$ cat src/rtl/inst_loader_if.sv
// Byte-source handshake and instruction-memory write port for the loader.
// The master modport is the loader side, the slave modport the byte source and memory side.
interface inst_loader_if #(
    parameter int A = 16
) ();
    logic         in_valid;
    logic [7:0]   in_data;
    logic         in_ready;
    logic         wr_en;
    logic [A-1:0] wr_addr;
    logic [8:0]   wr_data;

    modport master (
        input  in_valid, in_data,
        output in_ready, wr_en, wr_addr, wr_data
    );

    modport slave (
        output in_valid, in_data,
        input  in_ready, wr_en, wr_addr, wr_data
    );
endinterface

$ cat src/rtl/inst_loader.sv
// Streams a length-prefixed image of 9-bit instructions into instruction memory.
// The core is held through start until the image is fully written.
module inst_loader #(
    parameter int A         = 16,
    parameter int MAX_WORDS = 1024
) (
    input  logic          clk,
    input  logic          reset_n,
    input  logic          load_go,
    inst_loader_if.master bus,
    output logic          start,
    output logic          busy,
    output logic          done,
    output logic          err,
    output logic [A-1:0]  word_count
);
    typedef enum logic [3:0] {
        S_IDLE, S_LEN_LO, S_LEN_HI, S_INST_LO, S_INST_HI,
        S_FLUSH, S_RELEASE, S_DONE, S_ERR
    } state_t;

    localparam logic [31:0] MAXW = 32'(MAX_WORDS);

    state_t      state, state_n;
    logic [15:0] len;
    logic [7:0]  lo;
    logic        wr_en_q;
    logic [8:0]  wr_data_q;
    logic        acc, wr_set, clr_cnt, last_word;
    logic [15:0] len_full;
    logic [31:0] cnt_ext;

    assign bus.in_ready = state inside {S_LEN_LO, S_LEN_HI, S_INST_LO, S_INST_HI};
    assign acc          = bus.in_valid & bus.in_ready;
    assign len_full     = {bus.in_data, len[7:0]};
    assign cnt_ext      = 32'(word_count);
    // A write never overlaps INST_HI, so word_count already counts every earlier word here.
    assign last_word    = (cnt_ext + 32'd1) == {16'd0, len};

    always_comb begin
        state_n = state;
        wr_set  = 1'b0;
        clr_cnt = 1'b0;
        case (state)
            S_IDLE:    if (load_go) state_n = S_LEN_LO;
            S_LEN_LO:  if (acc) state_n = S_LEN_HI;
            S_LEN_HI:
                if (acc) begin
                    if ({16'd0, len_full} > MAXW) state_n = S_ERR;
                    else if (len_full == 16'd0)   state_n = S_FLUSH;
                    else                          state_n = S_INST_LO;
                end
            S_INST_LO: if (acc) state_n = S_INST_HI;
            S_INST_HI:
                if (acc) begin
                    if (bus.in_data[7:1] != 7'd0) begin
                        state_n = S_ERR;
                    end else begin
                        wr_set  = 1'b1;
                        state_n = last_word ? S_FLUSH : S_INST_LO;
                    end
                end
            // FLUSH covers the final write cycle (or its empty slot when len is 0).
            S_FLUSH:   state_n = S_RELEASE;
            S_RELEASE: state_n = S_DONE;
            S_DONE, S_ERR:
                if (load_go) begin
                    state_n = S_LEN_LO;
                    clr_cnt = 1'b1;
                end
            default:   state_n = S_IDLE;
        endcase
    end

    always_ff @(posedge clk or negedge reset_n) begin
        if (!reset_n) begin
            state      <= S_IDLE;
            len        <= '0;
            lo         <= '0;
            wr_en_q    <= 1'b0;
            wr_data_q  <= '0;
            word_count <= '0;
        end else begin
            state   <= state_n;
            wr_en_q <= wr_set;
            if (acc && state == S_LEN_LO)  len[7:0]  <= bus.in_data;
            if (acc && state == S_LEN_HI)  len[15:8] <= bus.in_data;
            if (acc && state == S_INST_LO) lo        <= bus.in_data;
            if (wr_set) wr_data_q <= {bus.in_data[0], lo};
            if (clr_cnt)      word_count <= '0;
            else if (wr_en_q) word_count <= word_count + A'(1);
        end
    end

    assign bus.wr_en   = wr_en_q;
    assign bus.wr_addr = word_count;
    assign bus.wr_data = wr_data_q;

    assign start = (state != S_DONE);
    assign busy  = state inside {S_LEN_LO, S_LEN_HI, S_INST_LO, S_INST_HI, S_FLUSH, S_RELEASE};
    assign done  = (state == S_DONE);
    assign err   = (state == S_ERR);
endmodule

$ cat src/flat_wrapper.sv
// flat-port wrapper written by rule: the top's interface ports become plain ports
module inst_loader_flat 
#(
    parameter int A         = 16,
    parameter int MAX_WORDS = 1024
)
  (clk, reset_n, load_go, start, busy, done, err, word_count, bus_in_valid, bus_in_data, bus_in_ready, bus_wr_en, bus_wr_addr, bus_wr_data);
  inst_loader_if #(.A(A)) bus_i ();
  input  logic clk;
  input  logic reset_n;
  input  logic load_go;
  output logic start;
  output logic busy;
  output logic done;
  output logic err;
  output logic [A-1:0] word_count;
  input wire logic [$bits(bus_i.in_valid)-1:0] bus_in_valid;
  input wire logic [$bits(bus_i.in_data)-1:0] bus_in_data;
  output wire logic [$bits(bus_i.in_ready)-1:0] bus_in_ready;
  output wire logic [$bits(bus_i.wr_en)-1:0] bus_wr_en;
  output wire logic [$bits(bus_i.wr_addr)-1:0] bus_wr_addr;
  output wire logic [$bits(bus_i.wr_data)-1:0] bus_wr_data;
  assign bus_i.in_valid = bus_in_valid;
  assign bus_i.in_data = bus_in_data;
  assign bus_in_ready = bus_i.in_ready;
  assign bus_wr_en = bus_i.wr_en;
  assign bus_wr_addr = bus_i.wr_addr;
  assign bus_wr_data = bus_i.wr_data;
  inst_loader #(.A(A), .MAX_WORDS(MAX_WORDS)) u_core (.clk(clk), .reset_n(reset_n), .load_go(load_go), .bus(bus_i), .start(start), .busy(busy), .done(done), .err(err), .word_count(word_count));
endmodule
$ cat config.mk
export PLATFORM = sky130hd
export DESIGN_NAME = inst_loader_flat
export DESIGN_NICKNAME = d
export VERILOG_FILES = /design/src/rtl/inst_loader_if.sv /design/src/rtl/inst_loader.sv /design/src/flat_wrapper.sv
export SDC_FILE = /design/constraint.sdc
export NUM_CORES = 1
export LEC_CHECK = 0
export BUFFER_PORTS_ARGS = -buffer_cell sky130_fd_sc_hd__buf_4
export CORE_MARGIN = 1.5
export CORE_UTILIZATION = 56
export DETAILED_ROUTE_END_ITERATION = 6
export PLACE_DENSITY = 0.82
export REMOVE_ABC_BUFFERS = 1
export SLEW_MARGIN = 20
export SYNTH_ARGS = -nofsm -noshare
export SYNTH_HDL_FRONTEND = slang
export SYNTH_SLANG_ARGS = --single-unit
$ cat constraint.sdc
create_clock -name clk -period 2.9 [get_ports clk]
set_input_delay 0 -clock clk [delete_from_list [all_inputs] [get_ports clk]]
set_output_delay 0 -clock clk [all_outputs]
set_load 0.05 [all_outputs]
# ---- Yosys cells after proc, flatten, opt, wreduce, memory -nomap -nowiden
# Cells that the tools add are included.
dict set report word_totals {
  in_bits 12
  word_cells 55
  ff_bits 54
  output_inout_bits 47
}
dict set report classes {
  n_bitwise 1
  reduce_logical 12
  n_addsub 2
  n_mux 17
  magnitude_cmp 1
  n_eq_ne 15
}
# operator n
set ops {}
lappend ops {{32-bit by 16-bit equality test with 1-bit output} 1}
lappend ops {{16-bit two-way mux} 2}
lappend ops {{4-bit two-way mux} 7}
lappend ops {{4-bit one-hot mux with 7 select lines} 1}
lappend ops {{16-bit by 1-bit adder with 17-bit output, second input constant} 1}
lappend ops {{16-bit by 1-bit adder with 16-bit output, second input constant} 1}
lappend ops {{4-bit by 3-bit equality test with 1-bit output, second input constant} 4}
lappend ops {{16-bit by 11-bit greater-than comparator with 1-bit output, second input constant} 1}
lappend ops {{16-bit logical NOT} 1}
lappend ops {{2-bit by 1-bit inequality test with 1-bit output, second input constant} 5}
lappend ops {{4-bit by 2-bit equality test with 1-bit output, second input constant} 2}
lappend ops {{7-bit nonzero test} 1}
lappend ops {{3-bit two-way mux} 2}
lappend ops {{6-bit nonzero test} 1}
lappend ops {{1-bit two-way mux} 5}
lappend ops {{5-bit AND reduction} 1}
lappend ops {{4-bit by 1-bit equality test with 1-bit output, second input constant} 1}
lappend ops {{4-bit equality test, second input constant} 1}
lappend ops {{4-bit logical NOT} 1}
lappend ops {{4-bit by 3-bit inequality test with 1-bit output, second input constant} 1}
lappend ops {{4-bit nonzero test} 1}
lappend ops {{1-bit logical AND} 3}
lappend ops {{3-bit OR reduction} 1}
lappend ops {{2-bit nonzero test} 1}
lappend ops {{2 further kinds} 2}

# ---- Logic depth before layout (Yosys ltp)
dict set report logic_depth {
  depth_word 6
  depth_mapped 7
  ltp_nobuf 7
}

# ---- Worst setup path before layout
# Ideal clock, no wire load.
dict set report synth_timing {
  kind {reg-to-reg}
  startpoint {reg u_core.word_count[0], in the netlist u_core.bus.wr_addr[0]}
  endpoint {reg u_core.state[1]}
  period_less_slack_ps 2413
  required_time_ps 2768
  t_arrival_ps 2281
  stages_incl_launch_ff 8
  setup_time_ps 132
  setup_slack_ps 487
  n_path_buf 0
  path_cell_list {dfrtp_1 -> ha_1 -> nand4_4 -> or3_1 -> nor4b_1 -> o22ai_1 -> nor4_1 -> a211oi_1}
}
dict set report synth_via {
  elab_chain_len 6
}
# item line_no
set synth_lines {}
lappend synth_lines {{from (decl)} inst_loader.sv:15} ;# output logic [A-1:0] word_count
lappend synth_lines {{from (signal assigned)} inst_loader.sv:91} ;# else if (wr_en_q) word_count <= word_count + A'(1);
lappend synth_lines {{16-bit by 1-bit adder with 17-bit output} inst_loader.sv:38} ;# assign last_word = (cnt_ext + 32'd1) == {16'd0, len};
lappend synth_lines {{32-bit by 16-bit equality test with 1-bit output} inst_loader.sv:38}
lappend synth_lines {{3-bit two-way mux} inst_loader.sv:60} ;# state_n = last_word ? S_FLUSH : S_INST_LO;
lappend synth_lines {{4-bit two-way mux} inst_loader.sv:56} ;# if (bus.in_data[7:1] != 7'd0) begin
lappend synth_lines {{4-bit two-way mux} inst_loader.sv:55} ;# if (acc) begin
lappend synth_lines {{4-bit one-hot mux with 7 select lines} inst_loader.sv:44} ;# case (state)
lappend synth_lines {{to (signal assigned)} inst_loader.sv:84} ;# state <= state_n;
lappend synth_lines {{to (decl)} inst_loader.sv:24} ;# state_t state, state_n;
# Every way passes these cells. The select of a mux whose other input is x is not followed.
# A chain may end at the register's enable or synchronous reset.

# ---- Worst setup path after layout
# Ends and elaborated chain as after synthesis.

==> results.cfg <==
[outcome]
status = finished, final reports clean

[layout]
area_delta_synth_final_pct = 15.0
finalNetCount = 363
fillers = 409
seqCellArea_sq_um = 1350
final_cell_mix = buf_4 (59), dfrtp_1 (54), nor2_1 (33), mux2_2 (25), xnor2_1 (21)
multi_input_area_sq_um = 1600
antenna_cells = 0
mostFrequentLayoutCell = buf_4
layout-drive-gt1-share_pct = 29.6
fin_cells = 423

[drt]
wl_um = 6540
final_antenna_net_count = 0
drtPass1Iterations = 4
routedWlPerCell_um = 15.5
drt_iter0_drc = 203
drc = 0
viasPerCell = 5.70
via_count = 2409

[floorplan]
start_util_pct = 58.3
io_pins = 59
die_area_sq_um = 6200
core-area_sq_um = 5510
die_y_um = 78.7
die_width_um = 78.7
rows = 27

[synthesis]
synth_edf_count = 0
synthesis.area_sq_um = 3210
synth_xor_area_share_pct = 10.6
yosys-top-cells-area = dfrtp_1 (42%), mux2_2 (8.8%), xnor2_1 (5.7%), xor2_1 (4.9%), buf_4 (4.0%)
synth.area.mux_share_pct = 11.9
netlist.area_leader.share_pct = 42.1
yosysSeqAreaShare_pct = 42.1
synth_top_family_by_area = simple AND/OR/NAND/NOR gates
synth-compound-area-share_pct = 7.79
ys_types = 59
ys_warn_count = 0
netlist_instances = 310
ys_ff_latch = 54
yosys.area.top_type = dfrtp_1
synthSimpleGateAreaFrac_pct = 19.2
synth_fa_ha_area_share_pct = 0.390
async_reset_ff_share_pct = 100
ys.flop_type = dfrtp_1
syn_avg_cell_area_sq_um = 10.4

[worst_hold_path]
holdPathEnd = u_core.len[2]$_DFFE_PN0P_
hold_path_class = in -> reg
hp-start = bus_in_data[2]
worst_hold_path.num_cells = 2

[clocking]
cts_tree = done
h-tree-depth = 2
ctsResizeCount = 0
insertion_delay_ns = 0.32
cts_buffer_depth = 2
cts_num_sinks = 54
post_cts_buffers = 0
clk_transition_reported_paths_ns = 0.10
cts_buffers = 5
cts-root-buf = clkbuf_8

[sta]
slew_violations = 0
fin_crit_sh_pct = 88.8
max_freq_ghz = 0.388
grt_setup_unrepaired = false
finClkSkew_ns = 0.00769
setup_tns_ns = 0
maxSlewHeadroom_pct = 55.8
hold_viol = 0
worst_pin_slew_ns = 0.663
min_period_ns = 2.57
setup_viol = 0

[grt]
overflow = 0
grt_first_pass_wirelength_um = 10600
grt_use_total_pct = 21.9
grt_max_degree = 55
first_global_vias = 2291
antenna_found_initial = 0

[setup_path]
rr_worst_depth = 7
cp-end-kind = flip-flop
start_kind = flip-flop
cp_max_fo = 8
reg2reg_from = u_core.bus.wr_addr[0]$_DFFE_PN0P_
r2r_slack_ns = 0.33
worstPathArrival_ns = 2.76
critical_path_required_ns = 3.08
rr_endpoint = u_core.state[1]$_DFFE_PN0P_
path_class = reg -> reg

[pwr]
powerDensity_nw_per_um2 = 975
ir_drop_uv = 582
p_leak_nw = 1.69

[place]
gp_congestion = 0.932
dpl.hpwl_um = 4720
io_buffers = 58
placed_cells = 407

[flow_run]
max_cap_violations = 0
-- where the power goes --
part           leakage (nW)  internal [mW]  switching, mW  total, mW
Sequential            0.696          0.998          0.356       1.35
Combinational         0.932          0.716           1.00       1.72
Clock                0.0587          0.262          0.265      0.527
-- routing by layer --
layer,share of wire [%],track usage [%]
met4,2.2,8.75
met1,45,28.5
met2,48,36.2
met5,0,0
met3,5.4,4.02
-- per-stage QoR --
step	setup WS (ns)	hold slack, ns	util [%]	cell area [sq um]	power [mW]
detailed placement	0.471	0.0781	63.5	3500	3.07
finish	0.326	0.0116	67.1	3690	3.60
global placement	0.671	0.0727	63.5	3500	3.03
floorplan	0.127	-0.296	-	2960	2.57
CTS	0.429	0.00157	67.1	3690	3.60
global route	0.206	0.00871	67.1	3690	3.78
-- worst max path at each step --
stage                                       from                           to  slack [ns]  cells after the start
2_1_floorplan  u_core.bus.wr_addr[0]$_DFFE_PN0P_  u_core.state[1]$_DFFE_PN0P_        0.13                      7
3_3_place_gp   u_core.bus.wr_addr[0]$_DFFE_PN0P_  u_core.state[1]$_DFFE_PN0P_        0.67                      7
3_5_place_dp   u_core.bus.wr_addr[0]$_DFFE_PN0P_  u_core.state[1]$_DFFE_PN0P_        0.47                      7
4_1_cts        u_core.bus.wr_addr[0]$_DFFE_PN0P_  u_core.state[1]$_DFFE_PN0P_        0.43                      7
5_1_grt        u_core.bus.wr_addr[0]$_DFFE_PN0P_  u_core.state[1]$_DFFE_PN0P_        0.21                      7
6_report       u_core.bus.wr_addr[0]$_DFFE_PN0P_  u_core.state[1]$_DFFE_PN0P_        0.33                      7
-- worst max-delay path: stages (launching register included) --
cell      delay, ns
dfrtp_1        0.50
ha_1           0.33
nand4_4        0.17
or3_1          0.42
nor4b_1        0.34
o22ai_1        0.16
nor4_1         0.42
a211oi_1       0.10
-- flip-flops by register name, indices dropped and copies added (netlist names) --
signal,count
u_core.bus.wr_en,1
u_core.lo,8
u_core.state,4
u_core.bus.wr_addr,16
u_core.len,16
u_core.bus.wr_data,9
-- logic make-up after synthesis --
kind of cell	Yosys count
compound gates	34
mux	34
simple gates	111
xor+xnor	39
buf+inv	37
fa+ha+maj	1
flops	54
-- timing repair --
item                                   in CTS  in global routing
hold buffers                                8                  0
endpoints found under the hold margin      76                  0
setup endpoints to repair                   0                  0
-- synth_stat cells (3+ instances only) --
cell type   n
nand2_1    18
nand3_1     9
clkbuf_1    7
nor2b_1     5
mux2_2     25
xor2_1     18
or3_1       3
buf_4      17
nand4_1     8
xnor2_1    21
o21ai_0     3
a21oi_1     6
nor3_1      5
nor4_1      7
buf_6       6
dfrtp_1    54
nor2_1     33
mux2_1      8
inv_1       3
-- area by class of cell --
class / instances / area share (%)
Clock inverter: 3 / 1.29
Timing Repair Buffer: 67 / 14.2
Sequential cell: 54 / 36.6
Inverter: 3 / 0.305
Clock buffer: 5 / 1.86
Tap cell: 72 / 2.44
Multi-Input combinational cell: 219 / 43.4
No activity file was read; power rests on OpenSTA's default activity.
